[config.mk]
export PLATFORM = sky130hd
export DESIGN_NAME = tt_um_clk_ratio_meter
export DESIGN_NICKNAME = d
export VERILOG_FILES = /design/src/rtl/tt_um_clk_ratio_meter.sv
export SDC_FILE = /design/constraint.sdc
export NUM_CORES = 1
export LEC_CHECK = 0
export CAP_MARGIN = 20
export CORE_ASPECT_RATIO = 1.1
export CORE_MARGIN = 2
export CORE_UTILIZATION = 50
export DETAILED_ROUTE_END_ITERATION = 6
export PLACE_DENSITY = 0.72
export SYNTH_ARGS = -nofsm -noshare
export SYNTH_HDL_FRONTEND = slang
export SYNTH_SLANG_ARGS = --single-unit
[constraint.sdc]
create_clock -name clk -period 2.5 [get_ports clk]
set_input_delay 0.375 -clock clk [delete_from_list [all_inputs] [get_ports clk]]
set_output_delay 0.375 -clock clk [all_outputs]
set_load 0.02 [all_outputs]
[src/rtl/tt_um_clk_ratio_meter.sv]
// Square-wave meter: measures period and high time of sig_in in clk cycles, decodes power-of-two divide ratios,
// and flags lock after repeated matching codes. Outputs are registered, two edges after sig_in is first sampled.
module tt_um_clk_ratio_meter #(
    parameter int CNT_W  = 8,
    parameter int LOCK_N = 4
) (
    input  logic             clk,
    input  logic             reset,
    input  logic             sig_in,
    output logic [CNT_W-1:0] period,
    output logic [CNT_W-1:0] high_time,
    output logic [2:0]       ratio_code,
    output logic             valid,
    output logic             locked,
    output logic             overflow
);

    localparam logic [CNT_W-1:0] CNT_MAX  = '1;
    localparam logic [CNT_W-1:0] CNT_LAST = {{(CNT_W-1){1'b1}}, 1'b0};
    localparam logic [3:0]       LOCK_MAX = 4'(LOCK_N);

    typedef enum logic [1:0] {
        IDLE    = 2'd0,
        MEASURE = 2'd1,
        STALL   = 2'd2
    } state_t;

    state_t           state_q, state_d;
    logic             s1_q, s1_d, s2_q, s2_d, s3_q, s3_d;
    logic [CNT_W-1:0] cnt_q, cnt_d, hcnt_q, hcnt_d;
    logic [CNT_W-1:0] period_q, period_d, high_q, high_d;
    logic [2:0]       code_q, code_d;
    logic             valid_q, valid_d, locked_q, locked_d, ovf_q, ovf_d;
    logic [3:0]       lock_cnt_q, lock_cnt_d;

    logic       rise, fall;
    logic [2:0] code_calc;
    logic [3:0] lock_next;

    always_comb begin
        s1_d = sig_in;
        s2_d = s1_q;
        s3_d = s2_q;
        rise = s2_q & ~s3_q;
        fall = ~s2_q & s3_q;

        // Clean power-of-two wave: period is 2^n and exactly half of it high.
        code_calc = 3'd0;
        for (int n = 1; n <= 6; n++) begin
            if ((n < CNT_W) && (32'(cnt_q) == (32'd1 << n)) && ((32'(hcnt_q) << 1) == 32'(cnt_q))) begin
                code_calc = 3'(n);
            end
        end

        if (code_calc == 3'd0) begin
            lock_next = 4'd0;
        end else if (code_calc == code_q) begin
            lock_next = (lock_cnt_q >= LOCK_MAX) ? LOCK_MAX : lock_cnt_q + 4'd1;
        end else begin
            lock_next = 4'd1;
        end
    end

    always_comb begin
        state_d    = state_q;
        cnt_d      = cnt_q;
        hcnt_d     = hcnt_q;
        period_d   = period_q;
        high_d     = high_q;
        code_d     = code_q;
        valid_d    = 1'b0;
        locked_d   = locked_q;
        ovf_d      = ovf_q;
        lock_cnt_d = lock_cnt_q;

        case (state_q)
            MEASURE: begin
                if (rise) begin
                    period_d   = cnt_q;
                    high_d     = hcnt_q;
                    code_d     = code_calc;
                    valid_d    = 1'b1;
                    lock_cnt_d = lock_next;
                    locked_d   = (lock_next == LOCK_MAX);
                    ovf_d      = 1'b0;
                    cnt_d      = {{(CNT_W-1){1'b0}}, 1'b1};
                    hcnt_d     = '0;
                end else begin
                    if (fall) begin
                        hcnt_d = cnt_q;
                    end
                    // A rise can no longer land inside a representable period.
                    if (cnt_q == CNT_LAST) begin
                        cnt_d      = CNT_MAX;
                        ovf_d      = 1'b1;
                        locked_d   = 1'b0;
                        lock_cnt_d = 4'd0;
                        state_d    = STALL;
                    end else begin
                        cnt_d = cnt_q + 1'b1;
                    end
                end
            end
            default: begin
                // IDLE and STALL: next rise is a first edge, nothing reported.
                if (rise) begin
                    cnt_d   = {{(CNT_W-1){1'b0}}, 1'b1};
                    hcnt_d  = '0;
                    state_d = MEASURE;
                end
            end
        endcase
    end

    always_ff @(posedge clk or posedge reset) begin
        if (reset) begin
            state_q    <= IDLE;
            s1_q       <= 1'b0;
            s2_q       <= 1'b0;
            s3_q       <= 1'b0;
            cnt_q      <= '0;
            hcnt_q     <= '0;
            period_q   <= '0;
            high_q     <= '0;
            code_q     <= 3'd0;
            valid_q    <= 1'b0;
            locked_q   <= 1'b0;
            ovf_q      <= 1'b0;
            lock_cnt_q <= 4'd0;
        end else begin
            state_q    <= state_d;
            s1_q       <= s1_d;
            s2_q       <= s2_d;
            s3_q       <= s3_d;
            cnt_q      <= cnt_d;
            hcnt_q     <= hcnt_d;
            period_q   <= period_d;
            high_q     <= high_d;
            code_q     <= code_d;
            valid_q    <= valid_d;
            locked_q   <= locked_d;
            ovf_q      <= ovf_d;
            lock_cnt_q <= lock_cnt_d;
        end
    end

    assign period     = period_q;
    assign high_time  = high_q;
    assign ratio_code = code_q;
    assign valid      = valid_q;
    assign locked     = locked_q;
    assign overflow   = ovf_q;

endmodule

==> impl_metrics.tcl <==
set metrics [dict create \
    outcome "finished, final reports clean" \
    seq_area_frac_synth 0.4919 \
    htree_levels 2 \
    power_mw 2.170 \
    vias 1676 \
    ant_nets 0 \
    rrSetupSlack_ns 0.19 \
    preCtsSetupSlack_ns 0.1586 \
    cts_inserted_buffers 5 \
    grt_pass1_vias 1692 \
    crit_type "flop to flop" \
    finalSetupViolations 0 \
    crit_fanout 5 \
    end_kind "flop" \
    hold_start "s1_q" \
    start_util 0.5176 \
    path_clk_slew_ns 0.09 \
    yosys_most_used_dff "dfrtp_1" \
    final_max_slew_viol_count 0 \
    area_delta_synth_final_pct 18.63 \
    final_cell_mix "47 x dfrtp_1, 24 x clkdlybuf4s50_1, 18 x mux2_2, 15 x o21ai_0" \
    timing.rr.start "cnt_q[0]" \
    clockPowerShare 0.258 \
    period_minus_slack_ns 2.309 \
    grt_max_degree 32 \
    p_per_area_nw_per_um2 765.0 \
    tightest_slew_ns 0.6768 \
    synthArstFlopShare 1.000 \
    synth_edf_count 0 \
    cp.required_ns 2.71 \
    intPower_mw 1.455 \
    ys_warn_count 0 \
    final_common_cell "dfrtp_1" \
    ys_ff_latch 47 \
    fin_crit_sh 0.9236 \
    rows 26 \
    vias_per_cell 5.662 \
    wl_per_cell_um 15.84 \
    cts-resized-gates 0 \
    pwr-share-comb 0.324 \
    cts_tree "yes" \
    slew-limit-headroom 0.5440 \
    startpoint_type "flop" \
    hold_viol 0 \
    p_leak_nw 1.261 \
    num_antenna_cells 0 \
    max_stage_delay_ns 0.48 \
    die_area_um2 5352 \
    cts-root-buf "clkbuf_8" \
    ios 25 \
    tns_ns 0 \
    coreArea_um2 4619 \
    seq_power_share 0.417 \
    die_y_um 76.53 \
    clk_latency_ns 0.31 \
    ir_worst_vdd_mv 0.5288 \
    chipWidth_um 69.94 \
    syn-cell-area_um2 2391 \
    grt_pass1_wl_mm 8.073 \
    route.detailed.drc 0 \
    synth.distinct_cells 48 \
    overflow 0 \
    synth.net_count 218 \
    drtPass1Iterations 4 \
    cts_setup_buffers 0 \
    hp-class "flop to flop" \
    first_iter_violations 63 \
    rsz0062_at_grt "false" \
    crit_path_top_delay_cell "or4b_4" \
    fmax_mhz 433.1 \
    maxCapViolCount 0 \
    io_buffers 24 \
    holdBufCountCts 0 \
    syn_avg_cell_area_um2 11.50 \
    cts.sink_count 47 \
    min_to "s2_q" \
    whs_path_depth 0 \
    drive_above_1_share 0.2375 \
    p_sw_frac 0.3295 \
    hold_ws_ns 0.3563 \
    gp_congestion 0.8991 \
    finalNetCount 249 \
    clock_path_buffers 2 \
    worst_slack_ns 0.1910 \
    r2r_end "lock_cnt_q[1]" \
    antenna_found_initial 0 \
    finish.utilization 0.6140 \
    crit_chain "inv_1 > ha_1 > or4b_4 > a211oi_2 > nor4b_4 > xnor2_2 > o311ai_4 > o41ai_2" \
    hpwl_mm 3.428 \
    skew_ns 0.007291 \
    reg2regPathDepth 8 \
    grt_use_total 0.1900 \
    arrival_ns 2.52 \
    power.switching_uw 715.0 \
    routed_wl_mm 4.690 \
    postSynthCellCount 208 \
]
[cell usage after synthesis, drive strengths merged, types with 2 or more instances]
cell type / number / area, µm²
and2: 3 / 20.02
o21a: 2 / 15.01
nand2b: 2 / 12.51
or3: 2 / 17.52
ha: 7 / 87.58
or2: 2 / 12.51
nand4: 2 / 18.77
dfrtp: 47 / 1176
nand3: 7 / 35.03
buf: 6 / 56.30
nor3: 7 / 40.04
a211oi: 2 / 20.02
and4: 2 / 21.27
clkbuf: 7 / 26.28
a22o: 9 / 78.83
nor2: 7 / 26.28
mux2: 18 / 202.7
o311ai: 2 / 35.04
nand2: 7 / 26.28
o21ai: 17 / 85.08
xnor2: 11 / 96.34
inv: 14 / 52.55
a21oi: 11 / 58.81
[cells by family after synthesis]
group           after synthesis  share of synthesized area
simple gates                 46                     0.1235
xor+xnor                     12                    0.04396
fa+ha+maj                     7                    0.03663
compound gates               50                     0.1586
mux                          19                    0.08896
buf+inv                      27                    0.05652
flops                        47                     0.4919
[routing by layer]
metal,vias up,track usage,part of all wire
met5,-,0,0
met4,0,0.06731,0.014
met3,6,0.04762,0.040
met2,42,0.3105,0.49
met1,827,0.2452,0.46
li1,801,-,-
[power by group through the flow]
| stage | combinational, mW | clock [mW] | sequential, mW |
|---|---|---|---|
| floorplan | 0.450 | 0 | 0.955 |
| global placement | 0.691 | 0 | 0.918 |
| detailed placement | 0.704 | 0 | 0.920 |
| CTS | 0.708 | 0.573 | 0.906 |
| global route | 0.767 | 0.607 | 0.920 |
| finish | 0.703 | 0.561 | 0.906 |
[critical path: cells and delay by family (launching register included)]
| family | cells | cell delay, ns |
|---|---|---|
| AO/OA/AOI/OAI | 3 | 0.52 |
| XOR/XNOR | 1 | 0.18 |
| adder cells (fa/ha/maj) | 1 | 0.22 |
| buffers and inverters | 1 | 0.14 |
| flip-flops | 1 | 0.39 |
| AND/OR/NAND/NOR | 2 | 0.77 |
[how the worst max path moves through the flow]
stage	startpoint	endpoint	depth (start not counted)
global placement	cnt_q[0]	lock_cnt_q[1]	8
floorplan	cnt_q[1]	lock_cnt_q[1]	9
detailed placement	cnt_q[0]	lock_cnt_q[1]	8
global route	cnt_q[0]	lock_cnt_q[0]	8
CTS	cnt_q[0]	lock_cnt_q[1]	8
finish	cnt_q[0]	lock_cnt_q[1]	8
[area by class of cell]
type	instances	area [µm²]
clock buffer	5	68.82
multi-input combinational	134	1087
inverter	14	52.55
fill	381	1783
sequential	47	1176
tap	56	70.07
timing repair buffer	37	337.8
clock inverter	3	43.79
[through the flow]
stage / instances / area, µm²
2_1_floorplan: 208 / 2391
3_3_place_gp: 288 / 2716
3_5_place_dp: 288 / 2716
4_1_cts: 296 / 2829
5_1_grt: 296 / 2836
6_report: 296 / 2836
[registers in the layout (all words and copies together) (netlist names)]
signal,cells
period,8
s1_q,1
valid,1
s3_q,1
locked,1
state_q,2
lock_cnt_q,4
high_time,8
ratio_code,3
overflow,1
hcnt_q,8
s2_q,1
cnt_q,8
No activity file was read; power rests on OpenSTA's default activity.
